===== config.mk =====
export PLATFORM = sky130hd
export DESIGN_NAME = sha256_padder
export DESIGN_NICKNAME = d
export VERILOG_FILES = /design/src/rtl/sha256_padder.sv
export SDC_FILE = /design/constraint.sdc
export NUM_CORES = 1
export LEC_CHECK = 0
export ABC_AREA = 1
export CORE_MARGIN = 5
export CORE_UTILIZATION = 54
export CTS_CLUSTER_SIZE = 25
export DETAILED_ROUTE_END_ITERATION = 16
export PLACE_DENSITY = 0.79
export REMOVE_ABC_BUFFERS = 1
export SYNTH_ARGS = -nofsm -noshare
export SYNTH_HDL_FRONTEND = slang
export SYNTH_SLANG_ARGS = --single-unit

===== constraint.sdc =====
create_clock -name clk_100mhz -period 3.19 [get_ports clk_100mhz]
set_input_delay 0.319 -clock clk_100mhz [delete_from_list [all_inputs] [get_ports clk_100mhz]]
set_output_delay 0.319 -clock clk_100mhz [all_outputs]
set_load 0.005 [all_outputs]

===== src/rtl/sha256_padder.sv =====
// SHA-256 message padder: packs 32-bit big-endian words into 512-bit blocks,
// appends the 0x80 marker, zero fill and 64-bit bit length, and hands blocks to the engine.
`timescale 1ns/1ps
module sha256_padder (
    input  logic         clk_100mhz,
    input  logic         rst_i,
    input  logic [31:0]  data_i,
    input  logic         data_valid_i,
    input  logic         data_last_i,
    input  logic [2:0]   data_bytes_i,
    output logic         data_ready_o,
    input  logic         eng_ready_i,
    output logic         blk_start_o,
    output logic [511:0] blk_o,
    output logic         blk_last_o,
    output logic         busy_o
);

    localparam logic [1:0] S_FILL = 2'd0;
    localparam logic [1:0] S_PAD  = 2'd1;
    localparam logic [1:0] S_SEND = 2'd2;

    logic [1:0]   r_state;
    logic [31:0]  r_buf [16];
    logic [4:0]   r_wcnt;
    logic [63:0]  r_bitlen;
    logic [4:0]   r_mpos;
    logic         r_marker_pending;
    logic         r_need_len;
    logic         r_final;
    logic [1:0]   r_holdoff;
    logic [511:0] r_blk;
    logic         r_start;
    logic         r_last;
    logic         r_busy;

    logic [2:0]   w_nbytes;
    logic [31:0]  w_word;
    logic [511:0] w_blk;
    logic         w_accept;
    logic         w_send;

    assign data_ready_o = (r_state == S_FILL) && (r_wcnt < 5'd16);
    assign w_accept     = data_valid_i && data_ready_o;
    assign w_send       = (r_state == S_SEND) && eng_ready_i && (r_holdoff == 2'd0);

    assign blk_start_o  = r_start;
    assign blk_o        = r_blk;
    assign blk_last_o   = r_last;
    assign busy_o       = r_busy;

    // Number of valid bytes in the offered word (non-last words are always full)
    always_comb begin
        if (!data_last_i) begin
            w_nbytes = 3'd4;
        end else if (data_bytes_i > 3'd4) begin
            w_nbytes = 3'd4;
        end else begin
            w_nbytes = data_bytes_i;
        end
    end

    // Zero the invalid tail bytes and drop the 0x80 marker right after the last valid byte
    always_comb begin
        w_word = data_i;
        for (int k = 0; k < 4; k++) begin
            if (3'(k) < w_nbytes) begin
                w_word[31-8*k -: 8] = data_i[31-8*k -: 8];
            end else if (3'(k) == w_nbytes) begin
                w_word[31-8*k -: 8] = 8'h80;
            end else begin
                w_word[31-8*k -: 8] = 8'h00;
            end
        end
    end

    // Flatten the word buffer into the engine block, word 0 at the top
    always_comb begin
        w_blk = 512'd0;
        for (int k = 0; k < 16; k++) begin
            w_blk[511-32*k -: 32] = r_buf[k];
        end
    end

    // Padder state machine, buffer and output registers
    always_ff @(posedge clk_100mhz) begin
        if (rst_i) begin
            r_state          <= S_FILL;
            r_wcnt           <= 5'd0;
            r_bitlen         <= 64'd0;
            r_mpos           <= 5'd0;
            r_marker_pending <= 1'b0;
            r_need_len       <= 1'b0;
            r_final          <= 1'b0;
            r_holdoff        <= 2'd0;
            r_blk            <= 512'd0;
            r_start          <= 1'b0;
            r_last           <= 1'b0;
            r_busy           <= 1'b0;
            for (int k = 0; k < 16; k++) begin
                r_buf[k] <= 32'h0000_0000;
            end
        end else begin
            r_start <= 1'b0;
            r_last  <= 1'b0;
            // holdoff hides the engine's ready staying high one cycle after a start
            if (r_holdoff != 2'd0) begin
                r_holdoff <= r_holdoff - 2'd1;
            end else begin
                r_holdoff <= r_holdoff;
            end

            case (r_state)
                S_FILL: begin
                    if (w_accept) begin
                        r_buf[r_wcnt[3:0]] <= w_word;
                        r_wcnt             <= r_wcnt + 5'd1;
                        r_bitlen           <= r_bitlen + {58'd0, w_nbytes, 3'b000};
                        r_busy             <= 1'b1;
                        if (data_last_i) begin
                            if (w_nbytes == 3'd4) begin
                                r_mpos           <= r_wcnt + 5'd1;
                                r_marker_pending <= 1'b1;
                            end else begin
                                r_mpos <= r_wcnt;
                            end
                            r_state <= S_PAD;
                        end else if (r_wcnt == 5'd15) begin
                            r_state <= S_SEND;
                        end else begin
                            r_state <= S_FILL;
                        end
                    end
                end
                S_PAD: begin
                    if (r_marker_pending && (r_mpos <= 5'd15)) begin
                        r_buf[r_mpos[3:0]] <= 32'h8000_0000;
                        r_marker_pending   <= 1'b0;
                    end
                    if (r_mpos <= 5'd13) begin
                        r_buf[14] <= r_bitlen[63:32];
                        r_buf[15] <= r_bitlen[31:0];
                        r_final   <= 1'b1;
                    end else begin
                        r_final    <= 1'b0;
                        r_need_len <= 1'b1;
                    end
                    r_state <= S_SEND;
                end
                S_SEND: begin
                    if (w_send) begin
                        r_blk     <= w_blk;
                        r_start   <= 1'b1;
                        r_last    <= r_final;
                        r_wcnt    <= 5'd0;
                        r_holdoff <= 2'd2;
                        for (int k = 0; k < 16; k++) begin
                            r_buf[k] <= 32'h0000_0000;
                        end
                        if (r_need_len) begin
                            r_need_len <= 1'b0;
                            r_mpos     <= 5'd0;
                            r_state    <= S_PAD;
                        end else if (r_final) begin
                            r_final          <= 1'b0;
                            r_marker_pending <= 1'b0;
                            r_bitlen         <= 64'd0;
                            r_busy           <= 1'b0;
                            r_state          <= S_FILL;
                        end else begin
                            r_state <= S_FILL;
                        end
                    end
                end
                default: begin
                    r_state <= S_FILL;
                end
            endcase
        end
    end

endmodule


==> results of run 1 <==
power breakdown:
group          leakage [nW]  internal, mW  switching (mW)
registers              10.1          16.6           0.883
logic                  7.07          2.13            3.56
clock network          1.72          7.21            5.44
logic make-up (layout without fill, tap and decap cells):
group,after synthesis,count (layout)
flops,1105,1105
other cells,0,8
compound gates,705,705
simple gates,1180,1180
xor+xnor,4,4
buf+inv,370,1017
fa+ha+maj,10,10
cell usage in the layout, fill, tap and decap left out, drive strengths merged:
cell type | Yosys | final
nand2 | 383 | 383
nand3 | 129 | 129
bufinv | 0 | 8
clkinvlp | 0 | 6
a22o | 513 | 513
a21oi | 80 | 80
o22ai | 1 | 1
clkinv | 0 | 35
edfxtp | 512 | 512
and3 | 3 | 3
o21bai | 1 | 1
a21o | 1 | 1
a22oi | 2 | 2
a31oi | 3 | 3
and2 | 1 | 1
clkbuf | 85 | 147
dfxtp | 593 | 593
nand3b | 1 | 1
nand4 | 26 | 26
nor2 | 614 | 614
o21a | 1 | 1
xnor2 | 1 | 1
inv | 133 | 134
diode | 0 | 8
ha | 9 | 9
nor3b | 2 | 2
xor2 | 3 | 3
buf | 152 | 133
o21ai | 97 | 97
nor3 | 17 | 17
o211ai | 3 | 3
fa | 1 | 1
clkdlybuf4s50 | 0 | 554
or2 | 4 | 4
o211a | 1 | 1
a311oi | 1 | 1
a211oi | 1 | 1
flip-flops by register name, summed over array words and instances, names as in the netlist:
| name | count |
|---|---|
| busy_o | 1 |
| blk_last_o | 1 |
| r_holdoff | 2 |
| r_final | 1 |
| blk_start_o | 1 |
| r_buf | 512 |
| r_marker_pending | 1 |
| blk_o | 512 |
| r_mpos | 5 |
| r_bitlen | 61 |
| r_wcnt | 5 |
| r_state | 2 |
| r_need_len | 1 |
area by class of cell:
cell class,instances,area (sq um)
sequential,1105,27200
fill,5025,22500
multi-input combinational,1899,10600
timing repair buffer,687,7000
clock buffer,147,2990
tap,959,1200
clock inverter,50,541
inverter,133,504
antenna,8,20.0
metal layers:
metal / part of all wire, % / vias to the layer above / routed length [microns]
met2: 48 / 1779 / 63800
met1: 37 / 14700 / 49600
li1: - / 13100 / -
met5: 0 / - / 0
met3: 9.1 / 367 / 12200
met4: 5.8 / 0 / 7780
stage by stage:
step / std cells / hold slack (ps)
2_1_floorplan: 3137 / 388
3_3_place_gp: 4783 / 423
3_5_place_dp: 4783 / 427
4_1_cts: 4980 / 190
5_1_grt: 4986 / 226
6_report: 4988 / 214
worst min path at each step:
stage | startpoint | endpoint | slack (ps)
after CTS | rst_i | r_marker_pending$_SDFFE_PP0P_ | 190
after global placement | r_holdoff[0]$_SDFF_PP0_ | r_holdoff[0]$_SDFF_PP0_ | 420
final | rst_i | r_marker_pending$_SDFFE_PP0P_ | 210
after global routing | rst_i | r_marker_pending$_SDFFE_PP0P_ | 230
after detailed placement | r_holdoff[0]$_SDFF_PP0_ | r_holdoff[0]$_SDFF_PP0_ | 430
after floorplan | rst_i | busy_o$_SDFFE_PP0P_ | 390
worst register-to-register path, cell delays in order, from the launching register on:
cell                      delay [ps]
sky130_fd_sc_hd__dfxtp_1         330
sky130_fd_sc_hd__inv_1           110
sky130_fd_sc_hd__ha_1            240
sky130_fd_sc_hd__nand3_4         190
sky130_fd_sc_hd__o21ai_1         500
sky130_fd_sc_hd__inv_1           140
sky130_fd_sc_hd__nand2_1         180
sky130_fd_sc_hd__nor2_4           70
sky130_fd_sc_hd__inv_2           460
sky130_fd_sc_hd__nand2_1         210
sky130_fd_sc_hd__buf_12          230
==> flow_summary.ini, run 1 <==
[run_status]
outcome = finished clean

[pwr]
power.density_nw_per_um2 = 715
vdd.ir_drop.worst_uv = 590
static-leakage-power_nw = 18.9
fin_total_pwr_mw = 35.8

[logic_synthesis]
synth_simple_gate_area_share_pct = 12.3
post_synth_arst_share_pct = 0
synth.top_cell.area_share_pct = 39.0
synth.avg_cell_area_sq_um = 11.7
synth-seq-cells = 1105
ys_warn_count = 0
yosysUniqueCellTypes = 47
ys_top_cells_by_count = sky130_fd_sc_hd__nor2_1 (606), sky130_fd_sc_hd__dfxtp_1 (593), sky130_fd_sc_hd__a22o_1 (513), sky130_fd_sc_hd__edfxtp_1 (512), sky130_fd_sc_hd__nand2_1 (378)
post_synth_fa_ha_maj_area_fraction_pct = 0.337
syn_area_sq_um = 39400
complex_gate_fraction_of_the_synthesized_area_pct = 14.0
synth-main-ff-cell = sky130_fd_sc_hd__dfxtp_1
post_synth_inst_count = 3374
synth_top_family_by_area = compound AO/OA/AOI/OAI gates
post-synth-top-count-cell = sky130_fd_sc_hd__nor2_1
synth_edf_count = 512
synth.yosys.seq_area_share_pct = 69.2
synth_xor_area_share_pct = 0.0890
netlist_top_cells_area = sky130_fd_sc_hd__edfxtp_1 (39%), sky130_fd_sc_hd__dfxtp_1 (30%), sky130_fd_sc_hd__a22o_1 (11%)
yosysTopAreaCell = sky130_fd_sc_hd__edfxtp_1
yosys-mux-area-fraction_pct = 0

[drt]
routed-via-count = 29800
wire_per_inst_microns = 26.7
drt_iter0_drc = 3865
drtPass1Iterations = 6
wirelength_mm = 133
post_drt_via_cell_ratio = 5.98
route.detailed.drc = 0
final_antenna_net_count = 0

[die]
floorplan.die.height_microns = 280
chip_width_microns = 280
rows = 99
start_util_pct = 54.2
boundaryPins = 556
floorplan.die_area_sq_um = 78400
design.core.area_sq_um = 72600

[sta]
setup_total_negative_slack_ps = 0
layout_worst_path_cycle_share_pct = 92.8
report.final.setup_viol = 0
timing.final.ws_setup_ps = 231
fmax_mhz = 338
layout_min_cycle_time_ps = 2960
fin_worst_skew_ps = 55.6
drv_slew = 0
unrepaired_setup_endpoints_after_global_routing = no
slew_limit_headroom_pct = 38.5
hold_viol = 0
worstMarginPinSlew_ps = 921

[clocking]
worst_skew_pair.late_latency_ps = 680
cts_tree = yes
hold_buffers = 0
cts_buffer_depth = 3
number_of_buffers_inserted_by_post_cts_setup_repair = 0
cts_root_buffer = sky130_fd_sc_hd__clkbuf_16
clkSlewWorstSetupHoldPaths_ps = 60
clock_sinks = 1105
htree_levels = 3
cts-buffers-inserted = 104
cts_resized = 0

[placed_design]
detailedPlacementHpwl_mm = 88.2
placed_area_sq_um = 46600
dp_worst_setup_slack_ps = -32.6
gp_routability_congestion = 0.928
buffer_ports.inserted = 555

[grt]
globalRoute.totalOverflow = 0
number_of_global_route_vias_before_repair = 28500
groute.layer.met1.usage_pct = 42.5
grt_max_degree = 94
gr-max-usage-layer = met2
grt_first_pass_wirelength_mm = 193
track_usage_pct = 32.8
gr-usage-met2_pct = 53.9
number_of_antenna_violations_at_the_first_check_in_global_routing = 6
gr-usage-met3_pct = 5.83

[setup_path]
critical_path.reg2reg.startpoint = r_state[1]$_SDFFE_PP0P_
crit_path_max_fanout = 32
worst-endpoint-arrival_ps = 3340
critPathKind = flip-flop to flip-flop
required_ps = 3570
path_buf_inv = 4
timing.critical_path.from_type = flip-flop
critical-path-top-delay-family = buffers and inverters
worstSetupEndpointType = flip-flop
critical-path-max-stage-delay_ps = 500
critPathCapture = r_buf[14][16]$_DFFE_PP_
rr_endpoint = r_buf[14][16]$_DFFE_PP_
worst_setup_path_startpoint = r_state[1]$_SDFFE_PP0P_
worstRegToRegCells = 10
total_number_of_cells_along_the_worst_setup_path = 10
critical_path.cell_chain = inv_1, ha_1, nand3_4, o21ai_1, inv_1, nand2_1, nor2_4, inv_2, nand2_1, buf_12
worst-r2r-setup-slack_ps = 230
critPathSlowestCell = sky130_fd_sc_hd__o21ai_1

[layout]
design.final.nets = 3980
finalCoreUtilization_pct = 69.1
layout-drive-gt1-share_pct = 9.00
area.growth.synth_to_final_pct = 27.3
final_cell_area_sq_um = 50100

[worst_hold_path]
holdCritPathClass = input pin to flip-flop
min_path_cells = 5

[flow_run]
cap_viol_max_count = 0
Note: power is estimated with default switching activity, not from simulation.
==> run 2, diff against run 1 <==
- CTS_CLUSTER_DIAMETER: default -> 50
==> run 2 against run 1 <==
Routed wire length is 0.63% lower; first-iteration DRC count is 7.8% higher; clock skew is 23 ps lower; die area stayed put; critical path depth is 1 higher; register-to-register slack hardly changed; cell area hardly changed; via count hardly changed; hold slack better by 29 ps; sequential share of layout area hardly changed; combinational power hardly changed; largest power group unchanged.
==> flow_summary.ini, run 2 (synthesized netlist as in run 1, its figures left out) <==
[grt]
globalRoute.totalOverflow = 0
gr-usage-met2_pct = 53.0
grt_first_pass_wirelength_mm = 191
track_usage_pct = 32.6
grt_max_degree = 94
number_of_antenna_violations_at_the_first_check_in_global_routing = 6
number_of_global_route_vias_before_repair = 28200
groute.layer.met1.usage_pct = 42.9
gr-max-usage-layer = met2
gr-usage-met3_pct = 4.93

[layout]
area.growth.synth_to_final_pct = 27.3
design.final.nets = 3971
multi_input_comb_area_sq_um = 10600
n_fill_cell = 5069
seq_area_sq_um = 27200
final_common_cell = sky130_fd_sc_hd__nor2_1
layout.cells.most_common_list = sky130_fd_sc_hd__nor2_1 (604), sky130_fd_sc_hd__dfxtp_1 (593), sky130_fd_sc_hd__clkdlybuf4s50_1 (554), sky130_fd_sc_hd__a22o_1 (513), sky130_fd_sc_hd__edfxtp_1 (512)
layout-drive-gt1-share_pct = 9.18

[sta]
timing.final.ws_setup_ps = 242
worstMarginPinSlew_ps = 951
report.final.setup_viol = 0
fmax_mhz = 339
layout_min_cycle_time_ps = 2950
final.hold.worst_slack_ps = 243
layout_worst_path_cycle_share_pct = 92.4
drv_slew = 0
fin_worst_skew_ps = 32.6
unrepaired_setup_endpoints_after_global_routing = no
hold_viol = 0
slew_limit_headroom_pct = 36.5
setup_total_negative_slack_ps = 0

[drt]
post_drt_via_cell_ratio = 6.01
final_antenna_net_count = 0
drt_iter0_drc = 4167
wire_per_inst_microns = 26.7
route.detailed.drc = 0
routed-via-count = 29900
drtPass1Iterations = 6
wirelength_mm = 132

[setup_path]
critical-path-max-stage-delay_ps = 410
critical_path.cell_chain = inv_1, ha_1, inv_1, nor3_1, a21oi_2, inv_1, nand3_4, nor2_4, inv_2, nand2_1, buf_12
critPathSlowestCell = sky130_fd_sc_hd__nor3_1
path_buf_inv = 5
timing.critical_path.from_type = flip-flop
cp_common_cell = sky130_fd_sc_hd__inv_1
required_ps = 3520
critPathKind = flip-flop to flip-flop
worst-endpoint-arrival_ps = 3280
worstSetupEndpointType = flip-flop
critical-path-top-delay-family = buffers and inverters
crit_path_max_fanout = 32

[placed_design]
dp_worst_setup_slack_ps = -32.6
gp_routability_congestion = 0.928
buffer_ports.inserted = 555
detailedPlacementHpwl_mm = 88.2

[flow_run]
cap_viol_max_count = 0

[clocking]
cts_buffer_depth = 3
cts_tree = yes
clock_sinks = 1105
cts-buffers-inserted = 95
worst_skew_pair.late_latency_ps = 670
cts_root_buffer = sky130_fd_sc_hd__clkbuf_16
number_of_buffers_inserted_by_post_cts_setup_repair = 0
hold_buffers = 0
clkSlewWorstSetupHoldPaths_ps = 60
htree_levels = 3
cts_resized = 0

[pwr]
static-leakage-power_nw = 18.9
vdd.ir_drop.worst_uv = 598
power.density_nw_per_um2 = 715

[die]
chip_width_microns = 280
design.core.area_sq_um = 72600
rows = 99
start_util_pct = 54.2
floorplan.die_area_sq_um = 78400
floorplan.die.height_microns = 280
boundaryPins = 556

[worst_hold_path]
holdCritPathClass = input pin to flip-flop

[run_status]
outcome = finished clean
[run 2: cell types whose count changed in the layout (fill, tap and decap cells not counted), sizes merged]
cell	before	now
clkbuf	147	107
inv	134	158
clkinvlp	6	3
clkinv	35	33
diode	8	6
[run 2: final cells by class]
class | instances | share of cell area, %
Timing Repair Buffer | 687 | 14.0
Clock buffer | 107 | 5.06
Clock inverter | 69 | 1.97
Inverter | 133 | 1.01
Antenna cell | 6 | 0.0300
Sequential cell | 1105 | 54.4
Tap cell | 959 | 2.39
Multi-Input combinational cell | 1899 | 21.2
[run 2: path summary, 6_finish.rpt]
path | from | end | slack, ps | depth (start not counted)
hold reg to reg | r_holdoff[0]$_SDFF_PP0_ | r_holdoff[0]$_SDFF_PP0_ | 450 | 1
setup / recovery | r_state[0]$_SDFFE_PP0P_ | r_buf[14][30]$_DFFE_PP_ | 240 | 11
setup reg to reg | r_state[0]$_SDFFE_PP0P_ | r_buf[14][30]$_DFFE_PP_ | 240 | 11
hold / removal | rst_i | r_marker_pending$_SDFFE_PP0P_ | 240 | 5
[run 2: worst register-to-register path, stage by stage (launching register included)]
cell and delay, ps:
sky130_fd_sc_hd__dfxtp_1 340, sky130_fd_sc_hd__inv_1 130, sky130_fd_sc_hd__ha_1 280, sky130_fd_sc_hd__inv_1 140, sky130_fd_sc_hd__nor3_1 410, sky130_fd_sc_hd__a21oi_2 200, sky130_fd_sc_hd__inv_1 150, sky130_fd_sc_hd__nand3_4 130
sky130_fd_sc_hd__nor2_4 130, sky130_fd_sc_hd__inv_2 250, sky130_fd_sc_hd__nand2_1 220, sky130_fd_sc_hd__buf_12 230
[run 2: per-stage QoR]
step	instances	total power, mW	utilization, %	cell area (sq um)
final	4965	35.8	69.0	50100
after global placement	4783	23.2	64.2	46600
after detailed placement	4783	23.3	64.2	46600
after global routing	4964	36.9	69.0	50100
after CTS	4959	35.9	69.0	50100
after floorplan	3137	19.7	-	38300
[run 2: metal layers]
metal / share of wire, % / wire, microns
met1: 37 / 49400
met4: 5.7 / 7530
met5: 0.0083 / 11
met2: 48 / 63600
met3: 9.0 / 11900
[run 2: where the power goes]
| part | internal (mW) | switching [mW] |
|---|---|---|
| Sequential | 16.6 | 0.880 |
| Combinational | 2.13 | 3.56 |
| Clock | 6.76 | 5.92 |
